**config.mk**
```make
export PLATFORM = sky130hd
export DESIGN_NAME = card_draw_ctrl
export DESIGN_NICKNAME = d
export VERILOG_FILES = /design/src/rtl/card_draw_ctrl.sv
export SDC_FILE = /design/constraint.sdc
export NUM_CORES = 1
export LEC_CHECK = 0
export ABC_AREA = 0
export BUFFER_PORTS_ARGS = -buffer_cell sky130_fd_sc_hd__buf_2
export CORE_ASPECT_RATIO = 1.1
export CORE_UTILIZATION = 35
export CTS_CLUSTER_SIZE = 25
export DETAILED_ROUTE_END_ITERATION = 8
export HOLD_SLACK_MARGIN = 0.12
export PLACE_DENSITY = 0.63
export SLEW_MARGIN = 0
export SYNTH_ARGS = -nofsm -noshare
export SYNTH_HDL_FRONTEND = slang
export SYNTH_SLANG_ARGS = --single-unit
```
**constraint.sdc**
```tcl
create_clock -name clock -period 3 [get_ports clock]
set_clock_uncertainty 0.2 [all_clocks]
set_input_delay 0.3 -clock clock [delete_from_list [all_inputs] [get_ports clock]]
set_output_delay 0.3 -clock clock [all_outputs]
set_load 0.01 [all_outputs]
```
**src/rtl/card_draw_ctrl.sv**
```systemverilog
// Single-card sprite overlay: per-pixel hit test against a frame-latched card position,
// two-stage colour pipeline, and host sprite-RAM writes accepted only during vertical blanking.
module card_draw_ctrl #(
  parameter int unsigned CARD_W   = 16,
  parameter int unsigned CARD_H   = 32,
  parameter logic [2:0]  BG_COLOR = 3'b010
) (
  input  logic       clock,
  input  logic       reset_n,
  input  logic       vblank,
  input  logic       pix_valid,
  input  logic [7:0] pix_x,
  input  logic [7:0] pix_y,
  input  logic [7:0] card_x,
  input  logic [7:0] card_y,
  input  logic       host_req,
  input  logic [8:0] host_addr,
  input  logic [2:0] host_data,
  output logic       host_ack,
  output logic       ram_we,
  output logic       ram_re,
  output logic [8:0] ram_waddr,
  output logic [8:0] ram_raddr,
  output logic [2:0] ram_din,
  input  logic [2:0] ram_dout,
  output logic [2:0] pix_color,
  output logic       pix_out_valid
);

  localparam int unsigned XB = $clog2(CARD_W);
  localparam int unsigned YB = $clog2(CARD_H);
  localparam int unsigned AW = 9;
  localparam int unsigned CW = 3;
  localparam int unsigned PW = 8;

  typedef enum logic {
    ST_ACTIVE = 1'b0,
    ST_BLANK  = 1'b1
  } state_e;

  state_e          state_q, state_d;
  logic [PW-1:0]   sx_q, sx_d;
  logic [PW-1:0]   sy_q, sy_d;
  logic            host_ack_q, host_ack_d;
  logic            ram_we_q, ram_we_d;
  logic [AW-1:0]   ram_waddr_q, ram_waddr_d;
  logic [CW-1:0]   ram_din_q, ram_din_d;
  logic            s0_valid_q, s0_valid_d;
  logic            s0_hit_q, s0_hit_d;
  logic [CW-1:0]   pix_color_q, pix_color_d;
  logic            pix_out_valid_q, pix_out_valid_d;

  logic [AW-1:0]   dx_c, dy_c;
  logic            hit_c;
  logic            rd_c;
  logic [AW-1:0]   raddr_c;

  // Hit test against the shadow position; 9-bit difference so off-left/top pixels go negative.
  always_comb begin
    dx_c    = {1'b0, pix_x} - {1'b0, sx_q};
    dy_c    = {1'b0, pix_y} - {1'b0, sy_q};
    hit_c   = !dx_c[8] && (dx_c < AW'(CARD_W)) && !dy_c[8] && (dy_c < AW'(CARD_H));
    raddr_c = AW'({dy_c[YB-1:0], dx_c[XB-1:0]});
    // A write completing in the first ACTIVE cycle owns the RAM port that cycle.
    rd_c    = pix_valid && hit_c && (state_q == ST_ACTIVE) && !ram_we_q;
  end

  always_comb begin
    state_d         = vblank ? ST_BLANK : ST_ACTIVE;
    sx_d            = sx_q;
    sy_d            = sy_q;
    host_ack_d      = 1'b0;
    ram_we_d        = 1'b0;
    ram_waddr_d     = ram_waddr_q;
    ram_din_d       = ram_din_q;
    s0_valid_d      = pix_valid;
    s0_hit_d        = rd_c;
    pix_out_valid_d = s0_valid_q;
    pix_color_d     = (s0_hit_q && (ram_dout != 3'b000)) ? ram_dout : BG_COLOR;

    if ((state_q == ST_BLANK) && !vblank) begin
      sx_d = card_x;
      sy_d = card_y;
    end

    // Previous-cycle ack blocks re-acceptance, giving one write per two cycles.
    if ((state_q == ST_BLANK) && host_req && !host_ack_q) begin
      host_ack_d  = 1'b1;
      ram_we_d    = 1'b1;
      ram_waddr_d = host_addr;
      ram_din_d   = host_data;
    end
  end

  always_ff @(posedge clock or negedge reset_n) begin
    if (!reset_n) begin
      state_q         <= ST_ACTIVE;
      sx_q            <= '0;
      sy_q            <= '0;
      host_ack_q      <= 1'b0;
      ram_we_q        <= 1'b0;
      ram_waddr_q     <= '0;
      ram_din_q       <= '0;
      s0_valid_q      <= 1'b0;
      s0_hit_q        <= 1'b0;
      pix_color_q     <= '0;
      pix_out_valid_q <= 1'b0;
    end else begin
      state_q         <= state_d;
      sx_q            <= sx_d;
      sy_q            <= sy_d;
      host_ack_q      <= host_ack_d;
      ram_we_q        <= ram_we_d;
      ram_waddr_q     <= ram_waddr_d;
      ram_din_q       <= ram_din_d;
      s0_valid_q      <= s0_valid_d;
      s0_hit_q        <= s0_hit_d;
      pix_color_q     <= pix_color_d;
      pix_out_valid_q <= pix_out_valid_d;
    end
  end

  // Read port is combinational so RAM data lands in stage 0; reset forces it idle at once.
  assign ram_re        = rd_c & reset_n;
  assign ram_raddr     = reset_n ? raddr_c : '0;
  assign host_ack      = host_ack_q;
  assign ram_we        = ram_we_q;
  assign ram_waddr     = ram_waddr_q;
  assign ram_din       = ram_din_q;
  assign pix_color     = pix_color_q;
  assign pix_out_valid = pix_out_valid_q;

endmodule

```
==> reports/summary.txt <==
Num Clock Sinks: 36
Leakage: 0.001543 uW
Area of the mapped netlist: 2038 um^2
Fraction of registers with async set/reset: 100.0%
Cell variety after synth: 39
Share of cells above drive strength 1: 30.46%
Setup TNS: -87.17 ps
Drt drc: 0
Unrepaired setup endpoints after global routing: yes
Largest net degree at the start of global routing: 37
Status: finished with violations
Fmax: 0.3239 GHz
CP startpoint kind: register
Final wirelength: 4863 um
Switching power: 452.4 uW
Critical path type: register to primary output
Synth Area per Inst: 9.019 um^2
Drt wl/cell: 11.50 um
DR vias: 1949
Internal Power: 933.3 uW
Dpl hpwl: 3519 um
Met2 usage: 31.44%
Top FF cell, synth: dfrtp_1
Routed vias/inst: 4.608
Clock Power Share: 25.0%
Antenna diode count: 0
Die area: 6133 um^2
Port bufs: 79
Post-synthesis cell count: 226
Combinational power share: 34.4%
Failing checks: negative setup slack
Critical Path Slowest Stage Cell: or4_4
Peak VDD IR: 269.2 uV
Core box area: 5500 um^2
Initial antenna violation count: 0
Final setup fails: 1
Grt met1 use: 20.63%
Die Y: 82.04 um
Final Hold Vio Count: 0
Fin worst setup slack: -87.17 ps
Net Count, Synth: 297
Slew Viols, Final: 0
TritonRoute pass-1 iters: 4
Initial Utilization: 37.06%
Clk_lat worst skew: 290 ps
GPL Wtd Cong: 0.7795
#FFs+latches synth: 36
CTS max path bufs: 2
DR iter-0 viols: 45
Hold WC Path Type: register to register
Measured slew at the worst slew-check pin: 515.8 ps
Seq/Total Area, Yosys: 44.20%
Worst setup EP type: primary output
Period utilization: 102.9%
Hold_ws: 151.7 ps
Final nets: 418
Most frequent cells in the layout: buf_2 (79), nand2_1 (52), dfrtp_1 (36), dlygate4sd3_1 (34), inv_1 (23)
Gr ovfl total: 0
Critical Path RT: 2500 ps
Root Driver: clkbuf_8
Commonest non-fill, non-tap cell in the layout: buf_2
Total GRT Usage: 17.33%
Num ports: 80
Clock transition at path regs: 90 ps
First-pass GRT wire length: 8142 um
Cell Pwr Density: 461.8 nW/um^2
CTS Buf Count: 5
ANT nets after route: 0
Worst Path Max Fanout: 2
CP peak stage delay: 540 ps
Slew HR: 65.45%
Die X: 74.76 um
Syn. warnings: 0
H-Tree Depth: 2
Seq pwr share: 40.6%
Number of synthesized flops with an enable pin: 0
Area Growth Syn to Fin: 47.21%
Crit-path cells: ha_2, fa_2, nand2b_4, a21oi_2, xnor2_1, nand4_1, or4_4, nor4_2, buf_2
Layer with the highest usage: met2
Row Count: 28
Vias in the first global route: 1943
Net Sw Frac: 32.65%
M3 GR Usage: 3.067%
Max-cap violations: 0
Critical path arrival: 2590 ps
Final min period: 3087 ps
CTS tree: yes
## worst max-delay path, delay by kind of cell (launching register included)
family | cells | cell delay, ps
AO/OA/AOI/OAI | 1 | 120
XOR/XNOR | 1 | 140
adder cells (fa/ha/maj) | 2 | 530
flip-flops | 1 | 400
buffers and inverters | 1 | 170
AND/OR/NAND/NOR | 4 | 930
## cells in the mapped netlist (all sizes together), types with 2 or more instances
cell type  instances  area (um^2)
nor4b              2        17.52
o21a               5        37.54
inv               23        86.33
fa                 2        40.04
nor3               4        20.02
xnor2              3        26.28
dfrtp             36        900.9
clkbuf             5        18.77
a21boi             2        26.28
nor2b              5        38.78
a211oi             2        15.01
o31a               2        17.52
mux2               2        22.52
o211ai             2        15.01
ha                17        212.7
nor4               2        18.77
nor2              14        52.55
a31oi              3        18.77
and2               2        12.51
o21ai             20        103.9
a21oi              7        35.03
nand2             52        195.2
nand2b             2        12.51
## registers in the layout (all words and copies together), names as in the netlist
signal / flops
ram_waddr: 9
sx_q: 8
sy_q: 8
pix_color: 3
ram_din: 3
pix_out_valid: 1
pix_out_valid_d: 1
ram_we: 1
s0_hit_q: 1
state_q: 1
## final timing paths
kind                                                 from                      end  slack, ps  cells past startpoint
worst max-delay path                  sx_q[0]$_DFFE_PN0P_                   ram_re        -90                      9
worst min-delay path            pix_out_valid_d$_DFF_PN0_  pix_out_valid$_DFF_PN0_        150                      0
worst max register to register        sx_q[0]$_DFFE_PN0P_       s0_hit_q$_DFF_PN0_        410                      8
worst min register to register  pix_out_valid_d$_DFF_PN0_  pix_out_valid$_DFF_PN0_        150                      0
max in group asynchronous                         reset_n      sx_q[5]$_DFFE_PN0P_       1840                      3
min in group asynchronous                         reset_n      sy_q[3]$_DFFE_PN0P_        420                      3
## kinds of logic after synthesis
family	synth area share, %
and+or+nand+nor	19.64
AOI/OAI and AO/OA	15.22
DFF	44.20
buffers and inverters	5.709
adders and majority gates	12.40
xor gates and xnor gates	1.719
muxes	1.105
## layer usage
metal	up-vias	share of wire, %
met5	-	0
met4	0	0.80
met3	5	5.0
met2	62	47
met1	888	47
li1	994	-
## metrics by stage
| step | power, uW | setup WS (ps) | util, % | std cells | area [um^2] |
|---|---|---|---|---|---|
| 6_report | 1386 | -87.17 | 54.55 | 423 | 3000 |
| 5_1_grt | 1492 | -238.3 | 54.55 | 423 | 3000 |
| 4_1_cts | 1398 | -130.7 | 54.41 | 422 | 2993 |
| 3_5_place_dp | 1001 | -33.49 | 46.20 | 379 | 2541 |
| 3_3_place_gp | 994.6 | 20.87 | 46.20 | 379 | 2541 |
| 2_1_floorplan | 855.6 | 181.7 | - | 226 | 2038 |
## power groups by stage
stage | Clock (uW) | Sequential [uW] | Combinational [uW]
2_1_floorplan | 0 | 584 | 272
3_3_place_gp | 0 | 571 | 424
3_5_place_dp | 0 | 573 | 429
4_1_cts | 359 | 562 | 476
5_1_grt | 378 | 568 | 546
6_report | 346 | 563 | 476
## cell type report
cell class | instances | area (um^2)
Inverter | 24 | 90.09
Sequential cell | 36 | 900.9
Timing Repair Buffer | 120 | 788.3
Clock buffer | 5 | 68.82
Fill cell | 543 | 2500
Clock inverter | 3 | 18.77
Multi-Input combinational cell | 160 | 1040
Tap cell | 75 | 93.84
## repair_timing
action	4_1_cts	5_1_grt
setup endpoints to repair	1	1
buffers inserted	1	1
cloned	0	0
hold endpoints to repair	69	0
hold buffers	34	0
gates resized for setup	4	0
pin swaps	3	3
Power figures use the tool's default switching activity.
